### config.mk
export PLATFORM = sky130hd
export DESIGN_NAME = fp_round_pipe
export DESIGN_NICKNAME = d
export VERILOG_FILES = /design/src/rtl/fp_round_pipe.sv
export SDC_FILE = /design/constraint.sdc
export NUM_CORES = 1
export LEC_CHECK = 0
export ABC_AREA = 1
export CORE_MARGIN = 4
export CORE_UTILIZATION = 47
export CTS_CLUSTER_SIZE = 14
export DETAILED_ROUTE_END_ITERATION = 16
export HOLD_SLACK_MARGIN = 0.02
export PLACE_DENSITY = 0.77
export SLEW_MARGIN = 30
export SYNTH_ARGS = -nofsm -noshare
export SYNTH_HDL_FRONTEND = slang
export SYNTH_SLANG_ARGS = --single-unit
export TNS_END_PERCENT = 1
### constraint.sdc
create_clock -name clk -period 3.5 [get_ports clk]
set_input_delay 0.7 -clock clk [delete_from_list [all_inputs] [get_ports clk]]
set_output_delay 0.7 -clock clk [all_outputs]
set_load 0.1 [all_outputs]
### src/rtl/fp_round_pipe.sv
// ============================================================================
//  Module   : fp_round_pipe
//  Brief    : Two-stage normalise-and-round unit for the FP multiplier path.
//             Optional macro FP_ROUND_STICKY_FLAGS_EN adds sticky flag capture.
//  Revision : 1.0 - initial release
// ============================================================================
`default_nettype none

module fp_round_pipe #(
    parameter int MAN_W = 23,
    parameter int EXP_W = 8,
    parameter int PW    = 2 * (MAN_W + 1)
) (
    input  logic               clk,
    input  logic               rst_n,
    input  logic               in_valid,
    output logic               in_ready,
    input  logic               in_sign,
    input  logic [EXP_W+1:0]   in_exp,
    input  logic [PW-1:0]      in_prod,
    input  logic [1:0]         in_rmode,
    output logic               out_valid,
    input  logic               out_ready,
    output logic               out_sign,
    output logic [EXP_W-1:0]   out_exp,
    output logic [MAN_W-1:0]   out_man,
    output logic               out_inexact,
    output logic               out_overflow,
    output logic               out_underflow
`ifdef FP_ROUND_STICKY_FLAGS_EN
    ,
    input  logic               flag_clr,
    output logic [2:0]         sticky_flags
`endif
);

    // One extra exponent bit of headroom for the +1 normalise and +1 carry.
    localparam int XW = EXP_W + 3;

    localparam logic [1:0]      c_RNE     = 2'b00;
    localparam logic [1:0]      c_RTZ     = 2'b01;
    localparam logic [1:0]      c_RUP     = 2'b10;
    localparam logic [XW-2:0]   c_EXP_MAX = {2'b00, {EXP_W{1'b1}}};

    logic               w_adv;
    logic [PW-2:0]      w_norm;
    logic [XW-1:0]      w_exp1;

    logic               r_s1_valid;
    logic               r_s1_sign;
    logic [1:0]         r_s1_rmode;
    logic               r_s1_zero;
    logic [MAN_W-1:0]   r_s1_man;
    logic               r_s1_g;
    logic               r_s1_r;
    logic               r_s1_s;
    logic [XW-1:0]      r_s1_exp;

    logic               w_inc;
    logic               w_lost;
    logic [MAN_W:0]     w_sum;
    logic [XW-1:0]      w_exp2;
    logic               w_ovf_range;
    logic               w_unf_range;
    logic               w_to_inf;
    logic [EXP_W-1:0]   w_exp_o;
    logic [MAN_W-1:0]   w_man_o;
    logic               w_inx_o;
    logic               w_ovf_o;
    logic               w_unf_o;

    logic               r_out_valid;
    logic               r_out_sign;
    logic [EXP_W-1:0]   r_out_exp;
    logic [MAN_W-1:0]   r_out_man;
    logic               r_out_inexact;
    logic               r_out_overflow;
    logic               r_out_underflow;

    assign w_adv    = !r_out_valid | out_ready;
    assign in_ready = w_adv;

    // Drop the leading one: product in [2,4) keeps its alignment, [1,2) shifts up.
    assign w_norm = in_prod[PW-1] ? in_prod[PW-2:0] : {in_prod[PW-3:0], 1'b0};
    assign w_exp1 = {in_exp[EXP_W+1], in_exp} + {{(XW-1){1'b0}}, in_prod[PW-1]};

    always_ff @(posedge clk or negedge rst_n) begin
        if (!rst_n) begin
            r_s1_valid <= 1'b0;
            r_s1_sign  <= 1'b0;
            r_s1_rmode <= 2'b00;
            r_s1_zero  <= 1'b0;
            r_s1_man   <= '0;
            r_s1_g     <= 1'b0;
            r_s1_r     <= 1'b0;
            r_s1_s     <= 1'b0;
            r_s1_exp   <= '0;
        end else if (w_adv) begin
            r_s1_valid <= in_valid;
            if (in_valid) begin
                r_s1_sign  <= in_sign;
                r_s1_rmode <= in_rmode;
                r_s1_zero  <= (in_prod == '0);
                r_s1_man   <= w_norm[PW-2 -: MAN_W];
                r_s1_g     <= w_norm[PW-2-MAN_W];
                r_s1_r     <= w_norm[PW-3-MAN_W];
                r_s1_s     <= |w_norm[PW-4-MAN_W:0];
                r_s1_exp   <= w_exp1;
            end
        end
    end

    always_comb begin
        w_inc = 1'b0;
        case (r_s1_rmode)
            c_RNE:   w_inc = r_s1_g & (r_s1_r | r_s1_s | r_s1_man[0]);
            c_RTZ:   w_inc = 1'b0;
            c_RUP:   w_inc = !r_s1_sign & (r_s1_g | r_s1_r | r_s1_s);
            default: w_inc =  r_s1_sign & (r_s1_g | r_s1_r | r_s1_s);
        endcase
    end

    assign w_lost = r_s1_g | r_s1_r | r_s1_s;
    assign w_sum  = {1'b0, r_s1_man} + {{MAN_W{1'b0}}, w_inc};
    // A carry out of the fraction leaves w_sum[MAN_W-1:0] at zero already.
    assign w_exp2 = r_s1_exp + {{(XW-1){1'b0}}, w_sum[MAN_W]};

    assign w_ovf_range = !w_exp2[XW-1] && (w_exp2[XW-2:0] >= c_EXP_MAX);
    assign w_unf_range = w_exp2[XW-1] || (w_exp2 == '0);
    assign w_to_inf    = (r_s1_rmode == c_RNE)
                       | ((r_s1_rmode == c_RUP) & !r_s1_sign)
                       | ((r_s1_rmode == 2'b11) &  r_s1_sign);

    always_comb begin
        w_exp_o = w_exp2[EXP_W-1:0];
        w_man_o = w_sum[MAN_W-1:0];
        w_inx_o = w_lost;
        w_ovf_o = 1'b0;
        w_unf_o = 1'b0;
        if (r_s1_zero) begin
            w_exp_o = '0;
            w_man_o = '0;
            w_inx_o = 1'b0;
        end else if (w_ovf_range) begin
            w_ovf_o = 1'b1;
            w_inx_o = 1'b1;
            w_exp_o = w_to_inf ? {EXP_W{1'b1}} : {{(EXP_W-1){1'b1}}, 1'b0};
            w_man_o = w_to_inf ? {MAN_W{1'b0}} : {MAN_W{1'b1}};
        end else if (w_unf_range) begin
            w_unf_o = 1'b1;
            w_inx_o = 1'b1;
            w_exp_o = '0;
            w_man_o = '0;
        end
    end

    always_ff @(posedge clk or negedge rst_n) begin
        if (!rst_n) begin
            r_out_valid     <= 1'b0;
            r_out_sign      <= 1'b0;
            r_out_exp       <= '0;
            r_out_man       <= '0;
            r_out_inexact   <= 1'b0;
            r_out_overflow  <= 1'b0;
            r_out_underflow <= 1'b0;
        end else if (w_adv) begin
            r_out_valid <= r_s1_valid;
            if (r_s1_valid) begin
                r_out_sign      <= r_s1_sign;
                r_out_exp       <= w_exp_o;
                r_out_man       <= w_man_o;
                r_out_inexact   <= w_inx_o;
                r_out_overflow  <= w_ovf_o;
                r_out_underflow <= w_unf_o;
            end
        end
    end

    assign out_valid     = r_out_valid;
    assign out_sign      = r_out_sign;
    assign out_exp       = r_out_exp;
    assign out_man       = r_out_man;
    assign out_inexact   = r_out_inexact;
    assign out_overflow  = r_out_overflow;
    assign out_underflow = r_out_underflow;

`ifdef FP_ROUND_STICKY_FLAGS_EN
    logic [2:0] r_sticky;

    // Clear takes priority so a coincident result's flags are discarded.
    always_ff @(posedge clk or negedge rst_n) begin
        if (!rst_n) begin
            r_sticky <= 3'b000;
        end else if (flag_clr) begin
            r_sticky <= 3'b000;
        end else if (r_out_valid && out_ready) begin
            r_sticky <= r_sticky | {r_out_inexact, r_out_overflow, r_out_underflow};
        end
    end

    assign sticky_flags = r_sticky;
`endif

endmodule

`default_nettype wire

==> results.md <==
* Die area at 12100 µm²
* Final hold violation count at 0
* Lkg Pwr at 3.17 nW
* Crit share post-route at 102%
* Syn avg cell area at 6.90 µm²
* Share of post-route cells with drive strength above 1 at 13.7%
* RSZ-0062 raised after global routing: yes
* Critical Path Source Type: flip-flop
* CTS sink count at 78
* Synth warnings at 0
* CP Class: reg2reg
* Worst hold path class: in2async
* Buffers on Ports at 101
* Routed Antenna Nets at 0
* Register area share after synthesis at 40.0%
* Final WS setup at -71.4 ps
* Required time of the worst setup path at 3810 ps
* Final Util at 65.4%
* Largest net degree at the start of global routing at 79
* Reg clk slew, reported paths at 80 ps
* Min Clock Period, post-route at 3570 ps
* Clk_skew at 7.89 ps
* FF+latch count, synth at 78
* Wirelength, routed at 13100 µm
* Setup Viol. Count Final at 32
* Pwr Total at 4.58 mW
* Core area at 9950 µm²
* Filler Cell Count at 893
* Row count at 36
* Multi-input logic area at 2730 µm²
* Synthesized Nets at 779
* Mapped Area at 4880 µm²
* Placed cell count at 926
* First-pass GRT wire length at 20900 µm
* Initial Util at 49.0%
* CP cell instances: inv_2 -> nor2_2 -> ha_1 -> o31ai_2 -> ha_2 -> nand3_4 -> nor2_4 -> nand2_2 -> nor4_4 -> ha_2 -> ha_4 -> nand2_4 -> inv_2 -> nand4_1 -> xor2_1 -> inv_2 -> buf_4 -> nand2_4 -> nor2_4 -> nand2_1 -> nand2_1
* Worst path most repeated cell: inv_2
* Setup crit end kind: flip-flop
* H-tree Lvls at 3
* Max cap viols at 0
* Avg WL per Cell at 13.7 µm
* I/O Pins at 102
* Failing checks: setup timing
* Worst-path maximum fanout at 7
* Cell variety after synth at 38
* Cell count after synthesis at 707
* Iteration count of the initial detailed-routing pass at 7
* Nets at 889
* CTS tree: yes
* Congestion Overflow GR at 0
* FFs w/ async S/R, synth at 100%
* Die Wd at 110 µm
* Gp weighted congestion at 0.896
* Fmax at 280 MHz
* Most common cell after layout, fill and taps aside: nand2_1
* Power density over the cells at 703 nW/µm²
* Longest Clk Path Bufs at 2
* Post-detailed-route DRC marker count at 0
* Root buffer cell: clkbuf_8
* Ant. Diodes at 0
* Max VDD drop at 0.695 mV
* Family with the most delay on the worst path: simple AND/OR/NAND/NOR gates
* Vias per std cell at 5.02
* Post-synth EDFFs at 0
* Synthesis-to-finish area growth at 33.4%
* Vias in the first global route at 4431
* Worst skew pair latency at 370 ps
* Die height at 110 µm
* Routed vias at 4796
* Top FF cell, synth: dfrtp_1
* CP max stage delay at 410 ps
* All-Layer GR Usage at 22.0%
* Most frequent cells in the layout: nand2_1, clkdlybuf4s50_1, dfrtp_1
* Final Max Tran Viols at 0
* Worst path slowest cell: dfrtp_1
* Antenna violations before repair at 0
* TritonCTS Buffers at 9
* CP bufs+invs at 4
* Status: finished, violations left
* DRT iter0 DRCs at 283
* Hpwl dp at 9480 µm
* Fin cells at 955
* Critical path arrival at 3880 ps
* Reg area at 1950 µm²
* Worst-Margin Slew at 985 ps
* Relative slew slack at 34.2%
## power breakdown
| group | internal, mW | switching (mW) | total, mW | leakage (nW) |
|---|---|---|---|---|
| combinational | 0.626 | 1.86 | 2.49 | 2.13 |
| sequential | 1.14 | 0.194 | 1.33 | 0.940 |
| clock | 0.403 | 0.353 | 0.756 | 0.106 |
| total | 2.17 | 2.41 | 4.58 | 3.17 |
## cell families after synthesis
family | count (synthesis) | share of synthesized area, %
DFF | 78 | 40.0
AOI/OAI and AO/OA | 57 | 7.13
buffers and inverters | 100 | 9.05
adders and majority gates | 7 | 1.79
xor gates and xnor gates | 20 | 3.59
and+or+nand+nor | 445 | 38.4
## metal layers
metal,share of wire [%],track usage [%]
met5,0,0
met4,1.1,6.77
met3,5.3,2.82
met2,46,34.2
met1,48,31.8
## area by class of cell
cell class,instances,share of cell area (%)
Clock buffer,9,1.90
Clock inverter,7,1.50
Inverter,74,4.34
Multi-Input combinational cell,532,42.0
Sequential cell,78,30.0
Tap cell,133,2.56
Timing Repair Buffer,122,17.7
## metrics by stage
step	TNS (ps)	hold WS [ps]	setup slack, ps	area, µm²
3_3_place_gp	0	448	86.1	5950
5_1_grt	-7510	393	-264	6510
4_1_cts	-76.7	368	-19.8	6220
2_1_floorplan	0	404	201	4880
3_5_place_dp	-3870	458	-151	5950
6_report	-771	355	-71.4	6510
## flip-flops by register name, indices dropped and copies added, names as in the netlist, 2 cells and up
register,cells
r_s1_man,23
out_man,23
r_s1_exp,11
out_exp,8
r_s1_rmode,2
## cell usage after synthesis, types with 7 or more instances
| cell | instances | area share (%) |
|---|---|---|
| a31oi_1 | 14 | 1.8 |
| nand4_1 | 9 | 1.2 |
| nand3_1 | 51 | 5.2 |
| nor2_1 | 73 | 5.6 |
| dfrtp_1 | 78 | 40 |
| inv_1 | 71 | 5.5 |
| xor2_1 | 17 | 3.1 |
| buf_6 | 7 | 1.6 |
| ha_1 | 7 | 1.8 |
| nand2_1 | 282 | 22 |
| o211ai_1 | 10 | 1.5 |
| o21ai_0 | 22 | 2.3 |
| clkbuf_1 | 14 | 1.1 |
## repair_timing
item                       in CTS  in global routing
resized for setup               8                 47
setup buffers                   0                 10
pin swaps                       1                 19
setup endpoints to repair      33                 34
hold buffers                    0                  0
gates cloned                    1                  2
## final timing paths
check / end / slack, ps / depth (start not counted) / startpoint
min in group clk: out_man[6]$_DFFE_PN0P_ / 480 / 2 / out_man[6]$_DFFE_PN0P_
hold / removal: r_s1_exp[3]$_DFFE_PN0P_ / 350 / 2 / rst_n
setup reg to reg: out_exp[0]$_DFFE_PN0P_ / -70 / 21 / r_s1_rmode[1]$_DFFE_PN0P_
hold reg to reg: out_man[6]$_DFFE_PN0P_ / 480 / 2 / out_man[6]$_DFFE_PN0P_
max in group asynchronous: out_man[22]$_DFFE_PN0P_ / 2820 / 2 / rst_n
setup / recovery: out_exp[0]$_DFFE_PN0P_ / -70 / 21 / r_s1_rmode[1]$_DFFE_PN0P_
No activity file was read; power rests on OpenSTA's default activity.
